$ cat src/rtl/board_io_ctrl.sv
// Board I/O controller: memory-mapped LEDs, debounced keys with press/release
// events and interrupt, hex seven-segment digits and 8-bit RGB PWM.
// Ports: clk/rst_n; rd_*/wr_* zero-wait-state bus (rd_data one cycle after
// request); key_in raw active-low buttons; led, seg, rgb drives; irq level.
module board_io_ctrl #(
  parameter int N_KEY      = 2,
  parameter int N_LED      = 8,
  parameter int N_DIGIT    = 2,
  parameter int DEB_CYCLES = 500000
) (
  input  logic                 clk,
  input  logic                 rst_n,
  input  logic                 rd_req,
  output logic                 rd_gnt,
  input  logic [31:0]          rd_addr,
  output logic [31:0]          rd_data,
  input  logic                 wr_req,
  output logic                 wr_gnt,
  input  logic [31:0]          wr_addr,
  input  logic [31:0]          wr_data,
  input  logic [N_KEY-1:0]     key_in,
  output logic [N_LED-1:0]     led,
  output logic [8*N_DIGIT-1:0] seg,
  output logic [2:0]           rgb,
  output logic                 irq
);

  localparam int CW = (DEB_CYCLES > 1) ? $clog2(DEB_CYCLES) : 1;
  localparam logic [CW-1:0] DEB_LAST = CW'(DEB_CYCLES - 1);

  // Bus registers
  logic [N_LED-1:0]     led_q, led_d;
  logic [N_KEY-1:0]     press_q, press_d;      // press events
  logic [N_KEY-1:0]     rel_q, rel_d;          // release events
  logic [N_KEY-1:0]     en_press_q, en_press_d;
  logic [N_KEY-1:0]     en_rel_q, en_rel_d;
  logic [4*N_DIGIT-1:0] nib_q, nib_d;
  logic [N_DIGIT-1:0]   dp_q, dp_d;
  logic [23:0]          duty_q, duty_d;        // {b,g,r}
  logic [31:0]          rd_data_q, rd_data_d;
  logic [31:0]          rd_mux;
  logic                 irq_q, irq_d;

  // Key path
  logic [N_KEY-1:0]          sync1_q, sync2_q;
  logic [N_KEY-1:0]          acc_q, acc_d;     // accepted level, 1 = pressed
  logic [N_KEY-1:0][CW-1:0]  cnt_q, cnt_d;
  logic [N_KEY-1:0]          sync_pressed;
  logic [N_KEY-1:0]          key_rise, key_fall;

  // PWM
  logic [7:0] pwm_q, pwm_d;
  logic [2:0] rgb_q, rgb_d;

  logic unused_ok;
  assign unused_ok = ^{rd_addr[31:5], rd_addr[1:0], wr_addr[31:5], wr_addr[1:0], wr_data};

  assign rd_gnt  = rd_req;
  assign wr_gnt  = wr_req;
  assign rd_data = rd_data_q;
  assign led     = led_q;
  assign rgb     = rgb_q;
  assign irq     = irq_q;

  // Keys are active-low on the pins; everything downstream is 1 = pressed.
  assign sync_pressed = ~sync2_q;

  // Debounce: the counter runs only while the synchronised level disagrees
  // with the accepted level, so a bounce back to the accepted level restarts
  // the qualification window from zero.
  always_comb begin
    acc_d = acc_q;
    cnt_d = cnt_q;
    for (int k = 0; k < N_KEY; k++) begin
      if (sync_pressed[k] != acc_q[k]) begin
        if (cnt_q[k] == DEB_LAST) begin
          acc_d[k] = ~acc_q[k];
          cnt_d[k] = '0;
        end else begin
          cnt_d[k] = cnt_q[k] + CW'(1);
        end
      end else begin
        cnt_d[k] = '0;
      end
    end
  end

  assign key_rise = acc_d & ~acc_q;
  assign key_fall = ~acc_d & acc_q;

  // Register writes; new key events are OR-ed in after the W1C clear so a
  // coincident event survives the clear.
  always_comb begin
    led_d      = led_q;
    press_d    = press_q;
    rel_d      = rel_q;
    en_press_d = en_press_q;
    en_rel_d   = en_rel_q;
    nib_d      = nib_q;
    dp_d       = dp_q;
    duty_d     = duty_q;
    if (wr_req) begin
      case (wr_addr[4:2])
        3'd0: led_d = wr_data[N_LED-1:0];
        3'd2: begin
          press_d = press_q & ~wr_data[N_KEY-1:0];
          rel_d   = rel_q & ~wr_data[N_KEY+7:8];
        end
        3'd3: begin
          en_press_d = wr_data[N_KEY-1:0];
          en_rel_d   = wr_data[N_KEY+7:8];
        end
        3'd4: begin
          nib_d = wr_data[4*N_DIGIT-1:0];
          dp_d  = wr_data[16+N_DIGIT-1:16];
        end
        3'd5: duty_d = wr_data[23:0];
        default: ;
      endcase
    end
    press_d = press_d | key_rise;
    rel_d   = rel_d | key_fall;
  end

  // Read mux sees pre-edge register values, so a same-cycle write is not
  // visible to the read.
  always_comb begin
    rd_mux = '0;
    case (rd_addr[4:2])
      3'd0: rd_mux[N_LED-1:0] = led_q;
      3'd1: rd_mux[N_KEY-1:0] = acc_q;
      3'd2: begin
        rd_mux[N_KEY-1:0]  = press_q;
        rd_mux[N_KEY+7:8]  = rel_q;
      end
      3'd3: begin
        rd_mux[N_KEY-1:0]  = en_press_q;
        rd_mux[N_KEY+7:8]  = en_rel_q;
      end
      3'd4: begin
        rd_mux[4*N_DIGIT-1:0]     = nib_q;
        rd_mux[16+N_DIGIT-1:16]   = dp_q;
      end
      3'd5: rd_mux[23:0] = duty_q;
      default: ;
    endcase
  end

  assign rd_data_d = rd_req ? rd_mux : rd_data_q;
  assign irq_d     = (|(press_q & en_press_q)) | (|(rel_q & en_rel_q));

  // Period of 255: duty 255 is then always above the counter.
  assign pwm_d = (pwm_q == 8'd254) ? 8'd0 : pwm_q + 8'd1;
  assign rgb_d = {pwm_q < duty_q[23:16], pwm_q < duty_q[15:8], pwm_q < duty_q[7:0]};

  always_ff @(posedge clk or negedge rst_n) begin
    if (!rst_n) begin
      led_q      <= '0;
      press_q    <= '0;
      rel_q      <= '0;
      en_press_q <= '0;
      en_rel_q   <= '0;
      nib_q      <= '0;
      dp_q       <= '0;
      duty_q     <= '0;
      rd_data_q  <= '0;
      irq_q      <= 1'b0;
      sync1_q    <= '1;
      sync2_q    <= '1;
      acc_q      <= '0;
      cnt_q      <= '0;
      pwm_q      <= '0;
      rgb_q      <= '0;
    end else begin
      led_q      <= led_d;
      press_q    <= press_d;
      rel_q      <= rel_d;
      en_press_q <= en_press_d;
      en_rel_q   <= en_rel_d;
      nib_q      <= nib_d;
      dp_q       <= dp_d;
      duty_q     <= duty_d;
      rd_data_q  <= rd_data_d;
      irq_q      <= irq_d;
      sync1_q    <= key_in;
      sync2_q    <= sync1_q;
      acc_q      <= acc_d;
      cnt_q      <= cnt_d;
      pwm_q      <= pwm_d;
      rgb_q      <= rgb_d;
    end
  end

  function automatic logic [6:0] hex7(input logic [3:0] n);
    case (n)
      4'h0: hex7 = 7'h3F;
      4'h1: hex7 = 7'h06;
      4'h2: hex7 = 7'h5B;
      4'h3: hex7 = 7'h4F;
      4'h4: hex7 = 7'h66;
      4'h5: hex7 = 7'h6D;
      4'h6: hex7 = 7'h7D;
      4'h7: hex7 = 7'h07;
      4'h8: hex7 = 7'h7F;
      4'h9: hex7 = 7'h6F;
      4'hA: hex7 = 7'h77;
      4'hB: hex7 = 7'h7C;
      4'hC: hex7 = 7'h39;
      4'hD: hex7 = 7'h5E;
      4'hE: hex7 = 7'h79;
      default: hex7 = 7'h71;
    endcase
  endfunction

  always_comb begin
    seg = '0;
    for (int d = 0; d < N_DIGIT; d++) begin
      seg[8*d +: 8] = {dp_q[d], hex7(nib_q[4*d +: 4])};
    end
  end

endmodule
$ cat config.mk
export PLATFORM = sky130hd
export DESIGN_NAME = board_io_ctrl
export DESIGN_NICKNAME = d
export VERILOG_FILES = /design/src/rtl/board_io_ctrl.sv
export SDC_FILE = /design/constraint.sdc
export NUM_CORES = 1
export LEC_CHECK = 0
export BUFFER_PORTS_ARGS = -buffer_cell sky130_fd_sc_hd__buf_2
export CAP_MARGIN = 0
export CORE_ASPECT_RATIO = 0.9
export CORE_MARGIN = 2
export CORE_UTILIZATION = 49
export CTS_CLUSTER_SIZE = 24
export DETAILED_ROUTE_END_ITERATION = 16
export GPL_TIMING_DRIVEN = 0
export PLACE_DENSITY_LB_ADDON = 0.1
export REMOVE_ABC_BUFFERS = 1
export SLEW_MARGIN = 10
export SYNTH_ARGS = -nofsm -noshare
export SYNTH_HDL_FRONTEND = slang
export SYNTH_SLANG_ARGS = --single-unit
$ cat constraint.sdc
create_clock -name clk -period 1.6 [get_ports clk]
set_input_delay 0.08 -clock clk [delete_from_list [all_inputs] [get_ports clk]]
set_output_delay 0.08 -clock clk [all_outputs]
set_load 0.02 [all_outputs]
======== After elaboration in Yosys (flattened, before gate mapping) ========
Memories as Yosys holds them, arrays and structs flattened.
Cells that the tools add are included.
word-level totals
  bits in registers ....................... 130
  ROM bits ................................ 224
  bits of input ports ..................... 102
  output and inout port bits .............. 62
  word-level logic and storage cells ...... 82
  memories kept ........................... 2
memory list
  memory            depth  bits a word  rd ports  clocked after Yosys merged registers in  write ports  RTL line  text
  (name not given)  16     7            1         0                                        0            195       case (n)
  (name not given)  16     7            1         0                                        0            195
operators by class
  add/sub/neg operators ................... 3
  order comparisons ....................... 3
  eq/ne operators ......................... 14
  muxes and demuxes ....................... 19
  bitwise logic cells ..................... 16
  reduce and logical (&&, ||, !) cells .... 8
operator list
  kind                   count
  $mux 19                4
  $add 19x1->19 const B  2
  $eq 19x19->1 const B   2
  $lt 8x8->1             3
  $pmux 6 s3             1
  $and 2x2->2            6
  $eq 3x2->1 const B     4
  $eq 3x3->1 const B     4
  $mux 6                 2
  $pmux 2 s6             1
  $not 2->2              5
  $add 8x1->8 const B    1
  $eq 8x8->1 const B     1
  $mux 2                 4
  $mux 8                 1
  $reduce_and 2->1       4
  $logic_not 3->1        2
  $pmux 2 s3             1
  $mux 1                 4
  $or 2x2->2             2
  $pmux 2 s2             1
  $reduce_or 2->1        2
  $eq 3x1->1 const B     1
  $ne 1x1->1             2
  other kinds (2)        3

======== Depth between registers and ports, before layout ========
  depth after elaboration ................. 6
  depth in mapped cells ................... 6
  depth with buffers taken out ............ 6

======== Worst setup path before layout ========
No wires, ideal clock.
  path kind ............................... flip-flop to flip-flop
  start ................................... register cnt_q[30] (netlist name)
  end ..................................... register cnt_q[27] (netlist name)
  setup time .............................. 0.121 ns
  data arrival time ....................... 1.410 ns
  required time ........................... 1.479 ns
  path slack .............................. 0.069 ns
  stages on the path, launching flop included .. 6
  buffers on the path ..................... 1
  period minus slack after synthesis ...... 1.531 ns
  cells stage by stage .................... dfrtp_1 -> nor4b_1 -> nand2_1 -> o21ai_2 -> buf_2 -> nor2_1
RTL lines
  what                    RTL line  text
  start, declared         47        logic [N_KEY-1:0][CW-1:0] cnt_q, cnt_d;
  start signal, assigned  188       cnt_q <= cnt_d;

======== Worst setup path after layout ========
  start ................................... register nib_q[1]
  end ..................................... output port seg[3]
on the way
  word-level cells in the longest chain between the ends .. 1
ends and longest elaborated chain
  what                    RTL line  text
  start, declared         37        logic [4*N_DIGIT-1:0] nib_q, nib_d;
  start signal, assigned  180       nib_q <= nib_d;
  $mem_v2 16x7            n/a
  end, declared           23        output logic [8*N_DIGIT-1:0] seg,
Every way passes these cells.

==> metrics.md <==
| Metric | Value |
|---|---|
| Worst slew pin tran | `1.21 ns` |
| Startpoint type of the worst setup path | `flip-flop` |
| Cell-internal power | `7.06 mW` |
| Distinct cell type count after synthesis | `57` |
| Fill count | `989` |
| Antenna violations before repair | `1` |
| Final HPWL from detailed placement | `9.95 mm` |
| Floorplan row count | `40` |
| Cells after Synth | `634` |
| Final Hold Slack | `0.0693 ns` |
| Total clock buffers created by CTS | `17` |
| Class of the worst hold path | `in2reg` |
| Post-Route WL | `16.0 mm` |
| Reg2Reg Setup Slack | `0.03 ns` |
| Syn avg cell area | `10.8 sq um` |
| Max cap viols | `0` |
| CTS tree | `done` |
| Chip Width | `128 microns` |
| Combinational Power Share | `26.5%` |
| Worst path setup slack after routing | `-0.320 ns` |
| Average wire per cell in the routed design | `16.3 microns` |
| Number of H-tree levels | `4` |
| Number of design rule violations left after detail routing | `0` |
| Final max-slew violation count | `0` |
| IO Count | `164` |
| Critical Path Start | `nib_q[1]` |
| Mapped cell area | `6830 sq um` |
| Largest area contributor in the netlist | `sky130_fd_sc_hd__dfrtp_1` |
| Maximum number of buffers from clock root to sink | `2` |
| Accumulated negative setup slack | `-2.29 ns` |
| Failing checks | `negative setup slack` |
| Wire length of the first global-routing pass | `25.3 mm` |
| Number of buffers added on ports | `89` |
| Leak | `4.14 nW` |
| Total of endpoints with negative setup slack in the final report | `14` |
| Share of flip-flops with an asynchronous set or reset | `100%` |
| Yosys top cell area share | `46.2%` |
| Via count of the first global-routing pass | `5324` |
| Share of final-layout standard cells stronger than drive strength 1 | `38.2%` |
| Global routing usage summed across all routing layers | `21.9%` |
| Path type of the worst setup path | `reg2out` |
| Starting Density | `50.7%` |
| Fin crit share | `120%` |
| Leftover overflow at the end of global routing | `0` |
| Switching part of the total | `30.6%` |
| Overall via count from detail_route | `5315` |
| Crit. End Element | `primary output` |
| Sinks on the clock net | `130` |
| Post-synth top flop | `sky130_fd_sc_hd__dfrtp_1` |
| CP Max Fanout | `4` |
| ANT nets after route | `0` |
| Post-Route Skew | `0.00474 ns` |
| Nets@finish | `937` |
| #FFs+latches synth | `130` |
| Area of the die | `14900 sq um` |
| Worst r2r src | `cnt_q[0]` |
| Share of the core filled with cells in the final layout | `67.7%` |
| Critical path arrival | `1.84 ns` |
| Worst vdd ir | `731 uV` |
| Worst-path clk slew | `0.05 ns` |
| Sequential share of power | `39.5%` |
| Area of the placeable core | `13500 sq um` |
| Maximum number of pins on one net before global-route repair | `78` |
| Most common cell after layout, fill and taps aside | `sky130_fd_sc_hd__dfrtp_1` |
| Worst Reg-to-Reg Cells | `7` |
| Place WS | `-0.314 ns` |
| Endpoint of the lowest-slack register-to-register path | `cnt_q[12]` |
| Pre-antenna DRT Iters | `5` |
| Iter 0 DRT Violations | `215` |
| Slew HR | `19.3%` |
| Unrepaired setup endpoints after global routing | `yes` |
| Achievable clock frequency | `0.521 GHz` |
| Time the worst path needs with I/O delays and setup | `1.92 ns` |
| Required time of the critical path | `1.52 ns` |
| Placed Area | `7390 sq um` |
| Status | `finished with violations` |
| Detail-routed via count per cell | `5.43` |
| Number of warnings issued by yosys | `0` |
| Seq/Total Area, Yosys | `47.7%` |
| Clock Tree Root | `sky130_fd_sc_hd__clkbuf_16` |
| P&R area growth vs syn | `33.5%` |
| Post-Layout Inst Area | `9110 sq um` |
| Commonest non-fill, non-tap cells in the layout | `110 x sky130_fd_sc_hd__dfrtp_1, 74 x sky130_fd_sc_hd__buf_2, 63 x sky130_fd_sc_hd__nor2_1` |
| Sw power | `3.12 mW` |
| Chip Height | `116 microns` |
| EDFF count, synth | `0` |
| Clock latency on the worst-skew pair | `0.42 ns` |
| Clock group share of total power | `34.0%` |
| Crit path to | `seg[3]` |
| RD Place Congestion | `0.809` |
| Cell types occupying the most area after synthesis | `sky130_fd_sc_hd__dfrtp_1 46%, sky130_fd_sc_hd__ha_1 7.1%, sky130_fd_sc_hd__mux2_2 7.1%, sky130_fd_sc_hd__xnor2_1 3.7%, sky130_fd_sc_hd__nor2_1 3.7%` |
| Endpoints failing hold | `0` |
| Power density over the cells | `1120 nW/um^2` |
==> layer usage <==
layer	GRT usage [%]	vias to the layer above	wire length, microns
li1	-	2546	-
met4	9.74	0	337
met2	37.3	123	8190
met3	5.86	29	689
met1	26.1	2617	6760
met5	0	-	0
==> registers in the layout (all words and copies together) (netlist names), 3 cells and up <==
| signal | count |
|---|---|
| cnt_q | 38 |
| duty_q | 24 |
| rd_data | 24 |
| led | 8 |
| nib_q | 8 |
| pwm_q | 8 |
| rgb | 3 |
==> metrics by stage <==
stage	total power, mW	std cells
2_1_floorplan	5.28	614
3_3_place_gp	5.90	871
3_5_place_dp	5.99	872
4_1_cts	10.0	957
5_1_grt	10.7	978
6_report	10.2	978
==> power groups by stage <==
stage | logic (mW) | registers, mW | clock network (mW)
5_1_grt | 2.93 | 4.07 | 3.70
3_3_place_gp | 1.86 | 4.04 | 0
3_5_place_dp | 1.93 | 4.06 | 0
2_1_floorplan | 1.13 | 4.15 | 0
6_report | 2.70 | 4.02 | 3.46
4_1_cts | 2.48 | 3.99 | 3.54
==> cell type report <==
class / count / area (sq um) / share of cell area, %
inverters: 44 / 174 / 1.91
multi-input cells: 440 / 3710 / 40.7
well taps: 168 / 210 / 2.31
diodes: 1 / 2.50 / 0.0275
flip-flops and latches: 130 / 3280 / 36.0
repair buffers: 162 / 1200 / 13.2
repair inverters: 1 / 5.00 / 0.0549
clock buffers: 20 / 467 / 5.12
clock inverters: 12 / 65.1 / 0.714
==> synth_stat cells, drive strengths merged, types with 2 or more instances <==
master	instances
a21o	6
a21oi	22
a221oi	3
a22o	13
a22oi	8
a31oi	5
and3	11
buf	18
clkbuf	9
dfrtp	126
dfstp	4
ha	39
inv	44
mux2	43
mux2i	14
mux4	3
nand2	39
nand2b	5
nand3	20
nand4	10
nor2	67
nor2b	4
nor3	12
nor3b	2
nor4	13
nor4b	6
o21ai	25
o2bb2ai	8
o31ai	3
xnor2	29
xor2	9
==> critical path, stage by stage (launching register included) <==
cell and delay (ns):
sky130_fd_sc_hd__dfrtp_1 0.40, sky130_fd_sc_hd__inv_4 0.08, sky130_fd_sc_hd__ha_4 0.27, sky130_fd_sc_hd__inv_2 0.03, sky130_fd_sc_hd__mux4_2 0.45, sky130_fd_sc_hd__inv_2 0.07
sky130_fd_sc_hd__buf_6 0.11
==> worst min-delay path by stage <==
| stage | start | endpoint | slack (ns) | cells after the start |
|---|---|---|---|---|
| detailed placement | rst_n | nib_q[6] | 0.07 | 1 |
| global placement | key_in[1] | sync1_q[1] | 0.19 | 1 |
| floorplan | rst_n | acc_q[0] | -0.22 | 0 |
| global route | rd_addr[4] | rd_data[2] | 0.08 | 3 |
| finish | rd_addr[4] | rd_data[2] | 0.07 | 3 |
| CTS | rd_addr[4] | rd_data[2] | 0.06 | 3 |
==> repair_timing <==
item,4_1_cts,5_1_grt
setup endpoints to repair,55,72
endpoints found under the hold margin,108,0
cloned,0,1
pin swaps,14,20
hold buffers,28,0
resized for setup,81,57
setup buffers,25,20
==> cell families (layout without fill, tap and decap cells) <==
group	Yosys count	count (layout)	share of synthesized area (%)
buf+inv	71	239	4.62
other cells	1	9	0.0549
fa+ha+maj	39	39	7.15
compound gates	100	100	9.83
xor+xnor	38	38	4.88
flops	130	130	47.7
simple gates	195	195	15.6
mux	60	60	10.1
Note: power is estimated with default switching activity, not from simulation.
